File: src/rtl/regfile_write_arbiter.sv
// Shares the register file write port between the ALU (A) and load (B) writebacks,
// and runs a soft clear that zeroes every register through that same port.
module regfile_write_arbiter #(
    parameter int ADDR         = 4,
    parameter int SIZE         = 32,
    parameter bit ZERO_PROTECT = 1'b1
) (
    input  logic            Clk,
    input  logic            Rst_n,
    input  logic            Valid_A,
    input  logic [ADDR-1:0] Addr_A,
    input  logic [SIZE-1:0] Data_A,
    output logic            Ready_A,
    input  logic            Valid_B,
    input  logic [ADDR-1:0] Addr_B,
    input  logic [SIZE-1:0] Data_B,
    output logic            Ready_B,
    input  logic            Clr_Req,
    output logic            Busy,
    output logic            Clr_Done,
    output logic            Write_Reg,
    output logic [ADDR-1:0] W_Addr,
    output logic [SIZE-1:0] W_Data
);

    typedef enum logic {
        RUN,
        CLEAR
    } state_t;

    localparam logic [ADDR-1:0] LAST_ADDR = {ADDR{1'b1}};

    state_t          state_q, state_d;
    logic            prio_q, prio_d;
    logic [ADDR-1:0] cnt_q, cnt_d;
    logic            write_reg_q, write_reg_d;
    logic [ADDR-1:0] w_addr_q, w_addr_d;
    logic [SIZE-1:0] w_data_q, w_data_d;
    logic            clr_done_q, clr_done_d;
    logic            grant_a, grant_b;

    // prio_q = 0 favours A on a tie, 1 favours B; Rst_n gates the grants so Ready is 0 during reset
    always_comb begin
        grant_a = 1'b0;
        grant_b = 1'b0;
        if (Rst_n && (state_q == RUN) && !Clr_Req) begin
            if (Valid_A && (!Valid_B || !prio_q)) begin
                grant_a = 1'b1;
            end else if (Valid_B) begin
                grant_b = 1'b1;
            end
        end
    end

    always_comb begin
        state_d     = state_q;
        prio_d      = prio_q;
        cnt_d       = cnt_q;
        write_reg_d = 1'b0;
        w_addr_d    = w_addr_q;
        w_data_d    = w_data_q;
        clr_done_d  = 1'b0;
        case (state_q)
            RUN: begin
                if (Clr_Req) begin
                    // the request edge itself issues the first clear write to address 0
                    state_d     = CLEAR;
                    cnt_d       = '0;
                    write_reg_d = 1'b1;
                    w_addr_d    = '0;
                    w_data_d    = '0;
                end else if (grant_a) begin
                    prio_d = 1'b1;
                    if (!(ZERO_PROTECT && (Addr_A == '0))) begin
                        write_reg_d = 1'b1;
                        w_addr_d    = Addr_A;
                        w_data_d    = Data_A;
                    end
                end else if (grant_b) begin
                    prio_d = 1'b0;
                    if (!(ZERO_PROTECT && (Addr_B == '0))) begin
                        write_reg_d = 1'b1;
                        w_addr_d    = Addr_B;
                        w_data_d    = Data_B;
                    end
                end
            end
            CLEAR: begin
                // cnt_q is the address being written this cycle
                if (cnt_q == LAST_ADDR) begin
                    state_d    = RUN;
                    cnt_d      = '0;
                    clr_done_d = 1'b1;
                end else begin
                    cnt_d       = cnt_q + ADDR'(1);
                    write_reg_d = 1'b1;
                    w_addr_d    = cnt_q + ADDR'(1);
                    w_data_d    = '0;
                end
            end
            default: begin
                state_d = RUN;
            end
        endcase
    end

    always_ff @(posedge Clk or negedge Rst_n) begin
        if (!Rst_n) begin
            state_q     <= RUN;
            prio_q      <= 1'b0;
            cnt_q       <= '0;
            write_reg_q <= 1'b0;
            w_addr_q    <= '0;
            w_data_q    <= '0;
            clr_done_q  <= 1'b0;
        end else begin
            state_q     <= state_d;
            prio_q      <= prio_d;
            cnt_q       <= cnt_d;
            write_reg_q <= write_reg_d;
            w_addr_q    <= w_addr_d;
            w_data_q    <= w_data_d;
            clr_done_q  <= clr_done_d;
        end
    end

    assign Ready_A   = grant_a;
    assign Ready_B   = grant_b;
    assign Busy      = (state_q == CLEAR);
    assign Clr_Done  = clr_done_q;
    assign Write_Reg = write_reg_q;
    assign W_Addr    = w_addr_q;
    assign W_Data    = w_data_q;

endmodule

File: config.mk
export PLATFORM = sky130hd
export DESIGN_NAME = regfile_write_arbiter
export DESIGN_NICKNAME = d
export VERILOG_FILES = /design/src/rtl/regfile_write_arbiter.sv
export SDC_FILE = /design/constraint.sdc
export NUM_CORES = 1
export LEC_CHECK = 0
export BUFFER_PORTS_ARGS = -buffer_cell sky130_fd_sc_hd__clkbuf_2
export CAP_MARGIN = 20
export CORE_MARGIN = 3
export CORE_UTILIZATION = 30
export CTS_CLUSTER_SIZE = 16
export DETAILED_ROUTE_END_ITERATION = 16
export SLEW_MARGIN = 30
export SYNTH_ARGS = -nofsm -noshare
export SYNTH_HDL_FRONTEND = slang
export SYNTH_SLANG_ARGS = --single-unit
File: constraint.sdc
create_clock -name Clk -period 5.5 [get_ports Clk]
set_input_delay 0.55 -clock Clk [delete_from_list [all_inputs] [get_ports Clk]]
set_output_delay 0.55 -clock Clk [all_outputs]
set_load 0.01 [all_outputs]
==> out/metrics.sh <==
STATUS='finished clean'
REPORT.FINAL.SLEW_VIOL_COUNT=0
TOTAL_LEAKAGE_POWER_nW=1.65
GRT_PASS1_VIAS=1888
ANTENNA_FOUND_INITIAL=0
FP.DIEW_UM=91.0
CRITPATHLAUNCHTYPE='primary input'
CTS_BUF_COUNT=5
MAPPEDNETLISTAREA_UM2=2170
WL_PER_CELL_UM=13.1
R2R-END='W_Data[26]$_DFFE_PN0P_'
SETUP_SLACK_OF_THE_MOST_CRITICAL_REG_TO_REG_PATH_PS=3060
WORST-SLEW-PIN-TRANSITION_PS=645
NUM_ROWS=30
SYNTHESIS.YOSYS.WARNINGS=0
POST_CTS_BUFFERS=0
DRCVIOLATIONCOUNT=0
COREAREA_UM2=6910
POST_SYNTH.CELL_AREA_AVG_UM2=10.7
SYNTH_CELLS=202
MAXIMUM_FANOUT_ALONG_THE_WORST_PATH=47
DRT_ITER0_DRC=73
HOLDCRITPATHCLASS='in -> async'
INITIAL_CORE_UTIL=0.314
CLOCKBUFFERDEPTH=2
LAYOUT-AREA-OVERHEAD-VS-SYNTH_PCT=35.2
FILLERS=735
CTS_TREE='done'
SYNTH_CELL_TYPES=33
VIASPERCELL=4.65
MAXCAPVIOLCOUNT=0
CRITICAL_PATH.STARTPOINT='Rst_n'
CTS_HOLD_REPAIR.BUFFERS=0
TIMING.FINAL.CRIT_PERIOD_PS=2710
PIN_COUNT=118
SHARE_OF_CELLS_ABOVE_DRIVE_STRENGTH_1=0.419
PORT_BUFFERS=117
SEQUENTIAL_AREA_SHARE_AFTER_SYNTHESIS=0.508
DESIGN.FINAL.NETS=393
CLK_ROOT_BUFFER_CELL='sky130_fd_sc_hd__clkbuf_8'
GRT_FIRST_PASS_WIRELENGTH_MM=9.04
CTS_REPAIR_RESIZED_INSTS=0
MAX_STAGE_DELAY_PS=590
GRT_MAX_DEGREE=48
GRTUSAGETOTAL=0.133
P_PER_AREA_nW_PER_UM2=330
FINCLKSKEW_PS=7.14
SLEW-LIMIT-HEADROOM=0.570
MIN_PERIOD_OVER_PERIOD=0.492
TIMING.SETUP.TNS_PS=0
SYNTH.NET_COUNT=280
NUMBER_OF_ENABLE_TYPE_REGISTER_CELLS_IN_THE_SYNTHESIZED_NETLIST=0
SYNTH_REGISTER_BITS=44
CLKSLEWWORSTSETUPHOLDPATHS_PS=70
ASYNCSETRESETFLOPFRACSYNTH=1.00
WORST_VDD_DROP_V=0.000160
COUNT_OF_ANTENNA_VIOLATING_NETS_LEFT_AFTER_DETAILED_ROUTING=0
DIE-AREA_UM2=8270
GP_CONGESTION=0.744
CRIT_CHAIN='clkbuf_4 > nand3_2 > nor2_1 > clkbuf_2'
HOLDWS_PS=303
CRITICAL_PATH.ENDPOINT='Ready_A'
TIMING.CRITICAL_PATH.TO_TYPE='output pin'
N_ANTENNA_CELL=0
MAX_CLOCK_FREQ_MHz=369
GRT_SETUP_UNREPAIRED='false'
CPMAXSTAGEDELAYCELL='sky130_fd_sc_hd__nand3_2'
CLOCK_INSERTION_DELAY_WORST_SKEW_PS=280
CP.REQUIRED_PS=4950
CLOCK_TREE.HTREE_LEVEL_COUNT=2
VIAS=1900
ENDPOINT_ARRIVAL_TIME_ON_THE_CRITICAL_PATH_PS=2160
DOMINANTREGCELLSYNTH='sky130_fd_sc_hd__dfrtp_1'
FINALHOLDVIOLCOUNT=0
GLOBALROUTE.TOTALOVERFLOW=0
INITIAL_DRT_PASS_ITERATIONS=4
WORSTSETUPPATHTYPE='in -> out'
R2R-START='Busy$_DFF_PN0_'
CTS_NUM_SINKS=44
REPORT.FINAL.SETUP_VIOL=0
ROUTE.FINAL.WIRE_LENGTH_MM=5.34
DIEHEIGHT_UM=91.0
PLACE.DETAILED.HPWL_MM=3.98
REG2REG_DEPTH=8
-- stage by stage --
stage | cells | setup WS [ps] | cell area, µm² | power [W] | utilization
final | 409 | 2790 | 2930 | 0.000966 | 0.424
after detailed placement | 403 | 2500 | 2830 | 0.000786 | 0.410
after CTS | 408 | 2700 | 2900 | 0.000968 | 0.420
after floorplan | 202 | 3450 | 2170 | 0.000664 | -
after global placement | 403 | 2090 | 2830 | 0.000778 | 0.410
after global routing | 409 | 2510 | 2930 | 0.00104 | 0.424
-- area by class of cell --
class                   count  area [µm²]  share of cell area
repair buffers            121         638               0.218
well taps                  96         120              0.0410
clock buffers               5        68.8              0.0235
multi-input cells         139         985               0.336
flip-flops and latches     44        1100               0.376
inverters                   4        15.0             0.00513
-- synth_stat cells (2+ instances only) --
cell | number | area (µm²)
sky130_fd_sc_hd__dfrtp_1 | 44 | 1100
sky130_fd_sc_hd__xor2_1 | 2 | 17.5
sky130_fd_sc_hd__buf_4 | 2 | 15.0
sky130_fd_sc_hd__clkbuf_1 | 4 | 15.0
sky130_fd_sc_hd__buf_1 | 3 | 11.3
sky130_fd_sc_hd__buf_2 | 5 | 25.0
sky130_fd_sc_hd__o21ai_1 | 2 | 10.0
sky130_fd_sc_hd__nor2_1 | 4 | 15.0
sky130_fd_sc_hd__a21oi_1 | 2 | 10.0
sky130_fd_sc_hd__nand2_1 | 40 | 150
sky130_fd_sc_hd__mux2_2 | 2 | 22.5
sky130_fd_sc_hd__nand3_1 | 3 | 15.0
sky130_fd_sc_hd__mux2i_1 | 34 | 340
sky130_fd_sc_hd__o31ai_1 | 33 | 248
sky130_fd_sc_hd__inv_1 | 3 | 11.3
sky130_fd_sc_hd__mux2_1 | 2 | 22.5
-- cell usage in the layout, fill, tap and decap left out, types with 2 or more instances in the layout --
cell type	count
sky130_fd_sc_hd__a21oi_1	2
sky130_fd_sc_hd__buf_4	3
sky130_fd_sc_hd__clkbuf_2	116
sky130_fd_sc_hd__clkbuf_8	5
sky130_fd_sc_hd__dfrtp_1	44
sky130_fd_sc_hd__inv_1	3
sky130_fd_sc_hd__mux2_1	2
sky130_fd_sc_hd__mux2_2	2
sky130_fd_sc_hd__mux2i_1	34
sky130_fd_sc_hd__nand2_1	40
sky130_fd_sc_hd__nand3_1	2
sky130_fd_sc_hd__nor2_1	4
sky130_fd_sc_hd__o21ai_1	2
sky130_fd_sc_hd__o31ai_1	33
sky130_fd_sc_hd__xor2_1	2
-- critical path, delay by kind of cell --
| family | cells | cell delay [ps] |
|---|---|---|
| and+or+nand+nor | 2 | 890 |
| buffers and inverters | 2 | 690 |
-- worst min path at each step --
stage	start	to	slack, ps
after global placement	W_Data[18]$_DFFE_PN0P_	W_Data[18]$_DFFE_PN0P_	460
after CTS	Rst_n	W_Addr[3]$_DFFE_PN0P_	320
after floorplan	Rst_n	Busy$_DFF_PN0_	250
final	Rst_n	W_Data[3]$_DFFE_PN0P_	300
after detailed placement	W_Data[17]$_DFFE_PN0P_	W_Data[17]$_DFFE_PN0P_	470
after global routing	Rst_n	W_Data[3]$_DFFE_PN0P_	360
-- cells by family (layout without fill, tap and decap cells) --
group	Yosys count	in the layout	share of synthesized area
buf+inv	19	130	0.0427
xor+xnor	2	2	0.00809
fa+ha+maj	1	1	0.00578
compound gates	46	46	0.157
flops	44	44	0.508
simple gates	52	52	0.101
mux	38	38	0.178
-- sequential cells by signal, indices dropped and copies added, names as in the netlist --
| name | count |
|---|---|
| cnt_q | 4 |
| Write_Reg | 1 |
| Clr_Done | 1 |
| W_Addr | 4 |
| Busy | 1 |
| W_Data | 32 |
| prio_q | 1 |
-- routing by layer --
layer	global-route usage	wire, µm
met5	0	0
met4	0.0402	21
met2	0.210	2470
met3	0.0331	417
met1	0.180	2440
-- where the power goes --
group          internal [W]  switching [W]
sequential         0.000387      0.0000487
clock             0.0000819      0.0000946
combinational      0.000158       0.000195
Power figures use the tool's default switching activity.
